`config.mk`:
```
export PLATFORM = sky130hd
export DESIGN_NAME = pc_fetch
export DESIGN_NICKNAME = d
export VERILOG_FILES = /design/src/rtl/pc_fetch_pkg.sv /design/src/rtl/pc_fetch.sv
export SDC_FILE = /design/constraint.sdc
export NUM_CORES = 1
export LEC_CHECK = 0
export ABC_AREA = 0
export ABC_CLOCK_PERIOD_IN_PS = 2740
export BUFFER_PORTS_ARGS = -buffer_cell sky130_fd_sc_hd__buf_2
export CAP_MARGIN = 15
export CORE_MARGIN = 8
export CORE_UTILIZATION = 54
export CTS_BUF_LIST = sky130_fd_sc_hd__clkbuf_4
export DETAILED_ROUTE_END_ITERATION = 16
export GPL_TIMING_DRIVEN = 0
export MAX_ROUTING_LAYER = met4
export PLACE_DENSITY = 0.85
export RECOVER_POWER = 50
export SLEW_MARGIN = 0
export SYNTH_ARGS = -nofsm -noshare
export SYNTH_HDL_FRONTEND = slang
export SYNTH_SLANG_ARGS = --single-unit
```
`constraint.sdc`:
```
create_clock -name clock -period 2.74 [get_ports clock]
set_clock_uncertainty 0.1 [all_clocks]
set_input_delay 0 -clock clock [delete_from_list [all_inputs] [get_ports clock]]
set_output_delay 0 -clock clock [all_outputs]
set_load 0.05 [all_outputs]
```
`src/rtl/pc_fetch_pkg.sv`:
```
`default_nettype none
// ============================================================================
// pc_fetch_pkg : shared widths, reset PC and enums for the fetch stage
// Revision 1.0
// ============================================================================
package pc_fetch_pkg;

    localparam int Data       = 32;
    localparam int InstrWidth = 32;

    localparam logic [Data-1:0] ResetPcDefault = 32'h0000_3000;
    localparam logic [Data-1:0] PcStep         = Data'(InstrWidth >> 3);

    typedef enum logic [1:0] {
        IDLE  = 2'd0,
        REQ   = 2'd1,
        FLUSH = 2'd2,
        HOLD  = 2'd3
    } fetch_state_e;

    typedef enum logic [2:0] {
        COP0_NONE    = 3'd0,
        COP0_MFC0    = 3'd1,
        COP0_MTC0    = 3'd2,
        COP0_ERET    = 3'd3,
        COP0_EXCEPT  = 3'd4
    } cop0_code_e;

    typedef enum logic [4:0] {
        EXC_INT     = 5'd0,
        EXC_ADEL    = 5'd4,
        EXC_ADES    = 5'd5,
        EXC_SYSCALL = 5'd8,
        EXC_BP      = 5'd9,
        EXC_RI      = 5'd10,
        EXC_OV      = 5'd12
    } exc_code_e;

endpackage
`default_nettype wire

```
`src/rtl/pc_fetch.sv`:
```
`default_nettype none
// ============================================================================
// pc_fetch : instruction fetch FSM with redirect flush and downstream stall
// Revision 1.0
// ============================================================================
module pc_fetch
    import pc_fetch_pkg::*;
#(
    parameter logic [Data-1:0] ResetPc = ResetPcDefault
) (
    input  logic            clock,
    input  logic            reset,
    input  logic            stall,
    input  logic            eJump,
    input  logic [Data-1:0] epc,
    input  logic            branch,
    input  logic [Data-1:0] branchTarget,
    output logic            iReq,
    output logic [Data-1:0] iAddr,
    input  logic            iAck,
    input  logic [Data-1:0] iData,
    output logic [Data-1:0] instr,
    output logic [Data-1:0] instrPc,
    output logic            instrValid
);

    fetch_state_e    state, state_next;
    logic [Data-1:0] pc, pc_next;
    logic [Data-1:0] pending, pending_next;
    logic [Data-1:0] instr_next, instr_pc_next;
    logic            valid_next;
    logic            redirect;
    logic [Data-1:0] target;

    // epc may float when eJump is low, so it is only ever selected under eJump
    assign redirect = eJump | branch;
    assign target   = eJump ? epc : branchTarget;

    // pc only moves on an acknowledged fetch, so it is the outstanding address
    assign iReq  = (state == REQ) || (state == FLUSH);
    assign iAddr = pc;

    always_comb begin
        state_next    = state;
        pc_next       = pc;
        pending_next  = pending;
        instr_next    = instr;
        instr_pc_next = instrPc;
        valid_next    = instrValid;

        unique case (state)
            IDLE: begin
                valid_next = 1'b0;
                state_next = REQ;
            end
            REQ: begin
                valid_next = 1'b0;
                if (iAck && !redirect) begin
                    instr_next    = iData;
                    instr_pc_next = pc;
                    valid_next    = 1'b1;
                    pc_next       = pc + PcStep;
                    state_next    = stall ? HOLD : REQ;
                end else if (iAck) begin
                    pc_next = target;
                end else if (redirect) begin
                    pending_next = target;
                    state_next   = FLUSH;
                end
            end
            FLUSH: begin
                valid_next = 1'b0;
                if (iAck) begin
                    pc_next    = redirect ? target : pending;
                    state_next = REQ;
                end else if (redirect) begin
                    pending_next = target;
                end
            end
            HOLD: begin
                if (redirect) begin
                    valid_next = 1'b0;
                    pc_next    = target;
                    state_next = REQ;
                end else if (!stall) begin
                    valid_next = 1'b0;
                    state_next = REQ;
                end
            end
            default: state_next = IDLE;
        endcase
    end

    always_ff @(posedge clock or negedge reset) begin
        if (!reset) begin
            state      <= IDLE;
            pc         <= ResetPc;
            pending    <= '0;
            instr      <= '0;
            instrPc    <= '0;
            instrValid <= 1'b0;
        end else begin
            state      <= state_next;
            pc         <= pc_next;
            pending    <= pending_next;
            instr      <= instr_next;
            instrPc    <= instr_pc_next;
            instrValid <= valid_next;
        end
    end

endmodule
`default_nettype wire

```
* Yosys cells after proc, flatten, opt, wreduce, memory -nomap -nowiden
Index checks and enable logic that the tools add are counted.
** Operators by class
- Bitwise gates (word level) :: 1
- Multiplexer cells :: 22
- Reductions and logical operators :: 11
- Add/subtract/negate cells :: 1
- Eq/ne operators :: 10
** Operator list (count)
- $mux 32 :: 8
- $pmux 32 s3 :: 1
- $pmux 32 s2 :: 1
- $add 32x3->32 const B :: 1
- $mux 2 :: 7
- $ne 3x2->1 const B :: 3
- $pmux 2 s4 :: 1
- $reduce_and 4->1 :: 2
- $ne 2x2->1 const B :: 3
- $eq 2x2->1 const B :: 2
- $reduce_and 2->1 :: 2
- $mux 1 :: 3
- $ne 3x3->1 const B :: 1
- $pmux 1 s3 :: 1
- $reduce_bool 3->1 :: 1
- $eq 2x1->1 const B :: 1
- $logic_not 2->1 :: 1
- $reduce_bool 2->1 :: 1
- $reduce_or 2->1 :: 1
- $logic_and 1x1->1 :: 1
- $logic_not 1->1 :: 1
- $logic_or 1x1->1 :: 1
- $or 1x1->1 :: 1
** Storage, ports and cells
- Input port bits :: 102
- Output and inout bits :: 98
- Register bits after elaboration :: 131

* Logic depth before layout (Yosys ltp)
- Depth after elaboration :: 5
- Gate-level depth with buffers :: 10
- Gate-level depth less buffers :: 7

* Least setup slack after synthesis
No wires, ideal clock.
- Path type :: flip-flop to flip-flop
- Start point :: reg pc[2], in the netlist iAddr[2]
- End point :: reg pc[26], in the netlist iAddr[26]
- Setup time :: 0.086 ns
- Arrival :: 2.135 ns
- Stages on the path, launching flop included :: 8
- Slack :: 0.419 ns
- Buffers on the path :: 1
- Cells stage by stage :: dfrtp_1 ha_1 nand3_1 nor3_1 buf_2 nand3_1 a21o_1 a32oi_1
** On the way
- Cells in the longest elaborated chain, start to end :: 3
** RTL lines
- start, declared :: RTL line pc_fetch.sv:28 : logic [Data-1:0] pc, pc_next;
- start signal, assigned :: RTL line pc_fetch.sv:97 : pc <= ResetPc;
- start signal, assigned :: RTL line pc_fetch.sv:104 : pc <= pc_next;
- $add 32x3->32 :: RTL line pc_fetch.sv:62 : pc_next = pc + PcStep;
- $mux 32 :: RTL line pc_fetch.sv:58 : if (iAck && !redirect) begin
- $pmux 32 s3 :: RTL line pc_fetch.sv:51 : unique case (state)
Every way passes these cells.
A chain may end at the register's enable or synchronous reset.

* Worst setup path after layout
- Start point :: reg state[0]
- End point :: reg pc[7], in the netlist iAddr[7]
** On the way
- Cells in the longest elaborated chain, start to end :: 3
** RTL lines
- start, declared :: RTL line pc_fetch.sv:27 : fetch_state_e state, state_next;
- start signal, assigned :: RTL line pc_fetch.sv:103 : state <= state_next;
- $eq 2x1->1 or $eq 2x2->1 (tied branches) :: RTL line pc_fetch.sv:51
- $ne 3x2->1 (no source line), or another cell as far along
- $reduce_and 4->1 (no source line)
Several ways; a longest one is shown, not always the timed one.

==> flow_summary.ini <==
[outcome]
status = complete, but fails checks
violations = capacitance limit, slew limit

[synthesis]
netlist_area_sq_mm = 0.00675
ys_seq_elements = 131
async_flop_share_pct = 100
avgSynthCellArea_sq_um = 10.3
yosysWarnings = 0
synthFlopType = dfrtp_1
syn-num-nets = 761
syn_inst = 654
synth_cell_type_count = 63
ys_seq_area_share_pct = 48.6
synth-edff-count = 0

[die]
coreArea_sq_mm = 0.0124
io_pins = 200
die_h_um = 128
fp.dieArea_sq_mm = 0.0163
start_util_pct = 54.4
chipWidth_um = 128
rows = 41

[sta]
worst_pin_slew_ps = 1630
setup_ws_ps = 142
rsz0062_at_grt = false
setup_tns_ps = 0
maxSlewViolCount = 31
finalSetupViolations = 0
min_period_ps = 2600
period_share_pct = 94.8
hold_viol_final = 0
fmaxAchievable_mhz = 385
slew-limit-headroom_pct = -8.98

[final_layout]
drive_above_1_share_pct = 29.3
final_cell_mix = buf_2, dfrtp_1, dlygate4sd3_1
n_fill_cell = 859
antennaDiodeCount = 0
layout.nets = 1092
syn2layout_area_growth_pct = 38.9
regArea_sq_mm = 0.00328
multi_input_area_sq_mm = 0.00320
final_common_cell = buf_2

[worst_setup_path]
cp.required_ps = 3090
start_kind = register
arrival_ps = 2940
crit_path_max_fanout = 10
end_kind = register
crit_type = register to register

[global_routing]
grt_util_all_layers_pct = 31.1
grt_max_degree = 102
met3_usage_pct = 9.28
use_met1_pct = 37.3
busiest_layer = met2
grt_pass1_vias = 7314
antenna_found_initial = 0
overflow = 0
grt_pass1_wl_um = 38700
grtUsageMet2_pct = 48.0

[routing]
detailedRoute.firstPassIterationCount = 6
drtAntennaViolNets = 0
drt-initial-drc-count = 772
routed-via-count = 7098
wl_per_cell_um = 21.0
drc = 0
routed_wl_um = 24500
via_per_inst = 6.07

[clock_tree]
cts_max_path_buffers = 2
h-tree-depth = 4
cts_tree = yes
clock_latency_ps = 550
root_buffer = clkbuf_4
path_clk_slew_ps = 110
postCtsSetupBuffers = 0
numClockSinks = 131
cts_made_buffers = 17

[run]
cap_viol_max_count = 1

[placement]
place_hpwl_um = 15200
portBuffers = 199
gp_congestion = 0.928
pre_cts_ws_ps = 195

[worst_hold_path]
hp-class = input port to register

[pwr]
p_per_area_mw_per_mm2 = 1210
ir_drop_v = 0.000953
leakage_uw = 0.00427
path summary, 6_finish.rpt:
| kind | depth (start not counted) | startpoint | to | slack, ps |
|---|---|---|---|---|
| worst max-delay path | 9 | state[0] | iAddr[7] | 140 |
| worst max register to register | 9 | state[0] | iAddr[7] | 140 |
| worst min register to register | 2 | pending[19] | pending[19] | 400 |
| worst min-delay path | 6 | epc[15] | iAddr[15] | 50 |
| min in group asynchronous | 4 | reset | instrPc[0] | 920 |
| max in group asynchronous | 4 | reset | instrPc[8] | 580 |
layout make-up:
cell class              instances  area share (%)
repair buffers                312            21.9
multi-input cells             464            34.1
clock buffers                  17            1.36
inverters                      13           0.520
well taps                     172            2.29
clock inverters                15            2.28
flip-flops and latches        131            35.0
plain buffers                  46            2.53
per-stage QoR:
step / cell area [sq um] / hold WS [ps] / instances / total power (uW) / util (%)
after CTS: 9470 / 11.8 / 1170 / 11300 / 76.3
after detailed placement: 8000 / -203 / 1026 / 9570 / 64.4
final: 9380 / 48.5 / 1170 / 11400 / 75.6
after floorplan: 6750 / -396 / 654 / 7930 / -
after global routing: 9380 / 59.6 / 1170 / 11900 / 75.6
after global placement: 7970 / 131 / 1025 / 9420 / 64.2
synth_stat cells (3+ instances only):
library cell,n,area share (%)
a2bb2oi_1,3,0.39
o21ai_0,70,5.2
clkbuf_1,17,0.94
inv_1,13,0.72
a22o_1,3,0.39
a21o_1,3,0.33
ha_1,5,0.93
a21oi_1,32,2.4
nand4_1,8,0.74
nor3_1,14,1.0
o21a_1,5,0.56
a31oi_1,13,1.2
nand3_1,11,0.82
a211o_1,3,0.39
dfrtp_1,129,48
mux2i_1,36,5.3
and3_1,5,0.46
buf_2,16,1.2
or2_2,3,0.28
buf_1,3,0.17
nor2_1,33,1.8
o32ai_1,4,0.52
and2_1,5,0.46
o2bb2ai_1,5,0.65
o221ai_1,4,0.52
mux2_2,69,12
o22ai_1,10,0.93
a32oi_1,3,0.39
o21ai_1,3,0.22
o211ai_1,7,0.78
buf_4,8,0.89
nand2_1,67,3.7
a41oi_1,4,0.52
report_power, final:
part | internal (uW) | switching (uW) | leakage [uW] | total, uW
Clock | 807 | 750 | 0.000176 | 1560
Combinational | 1660 | 4440 | 0.00250 | 6100
Sequential | 2890 | 802 | 0.00159 | 3690
timing repair:
action / 4_1_cts / 5_1_grt
endpoints found under the setup margin: 0 / 5
hold buffers: 112 / 0
hold endpoints to repair: 229 / 0
resized for setup: 0 / 2
critical path, stage by stage, from the launching register on:
cell      delay [ps]
dfrtp_1          440
inv_1            110
ha_1             220
buf_2            190
nor2_1           290
nand2_1          200
clkbuf_1         350
o32ai_1          350
a21oi_1           80
o22ai_1          180
kinds of logic (layout without fill, tap and decap cells):
group	count (synthesis)	count (layout)	synth area share [%]
and+or+nand+nor	158	158	10.8
adders and majority gates	5	5	0.926
buffers and inverters	59	403	4.24
muxes	105	105	16.8
DFF	131	131	48.6
AOI/OAI and AO/OA	196	196	18.6
metal layers:
layer	wire length (um)	part of all wire [%]
met1	9390	38
met2	11400	46
met3	2760	11
met4	1000	4.1
met5	0	0
registers in the layout, indices dropped and copies added, names as in the netlist:
register,count
instrPc,32
instr,32
instrValid,1
state,2
iAddr,32
pending,32
(Power assumes the default switching activity.)
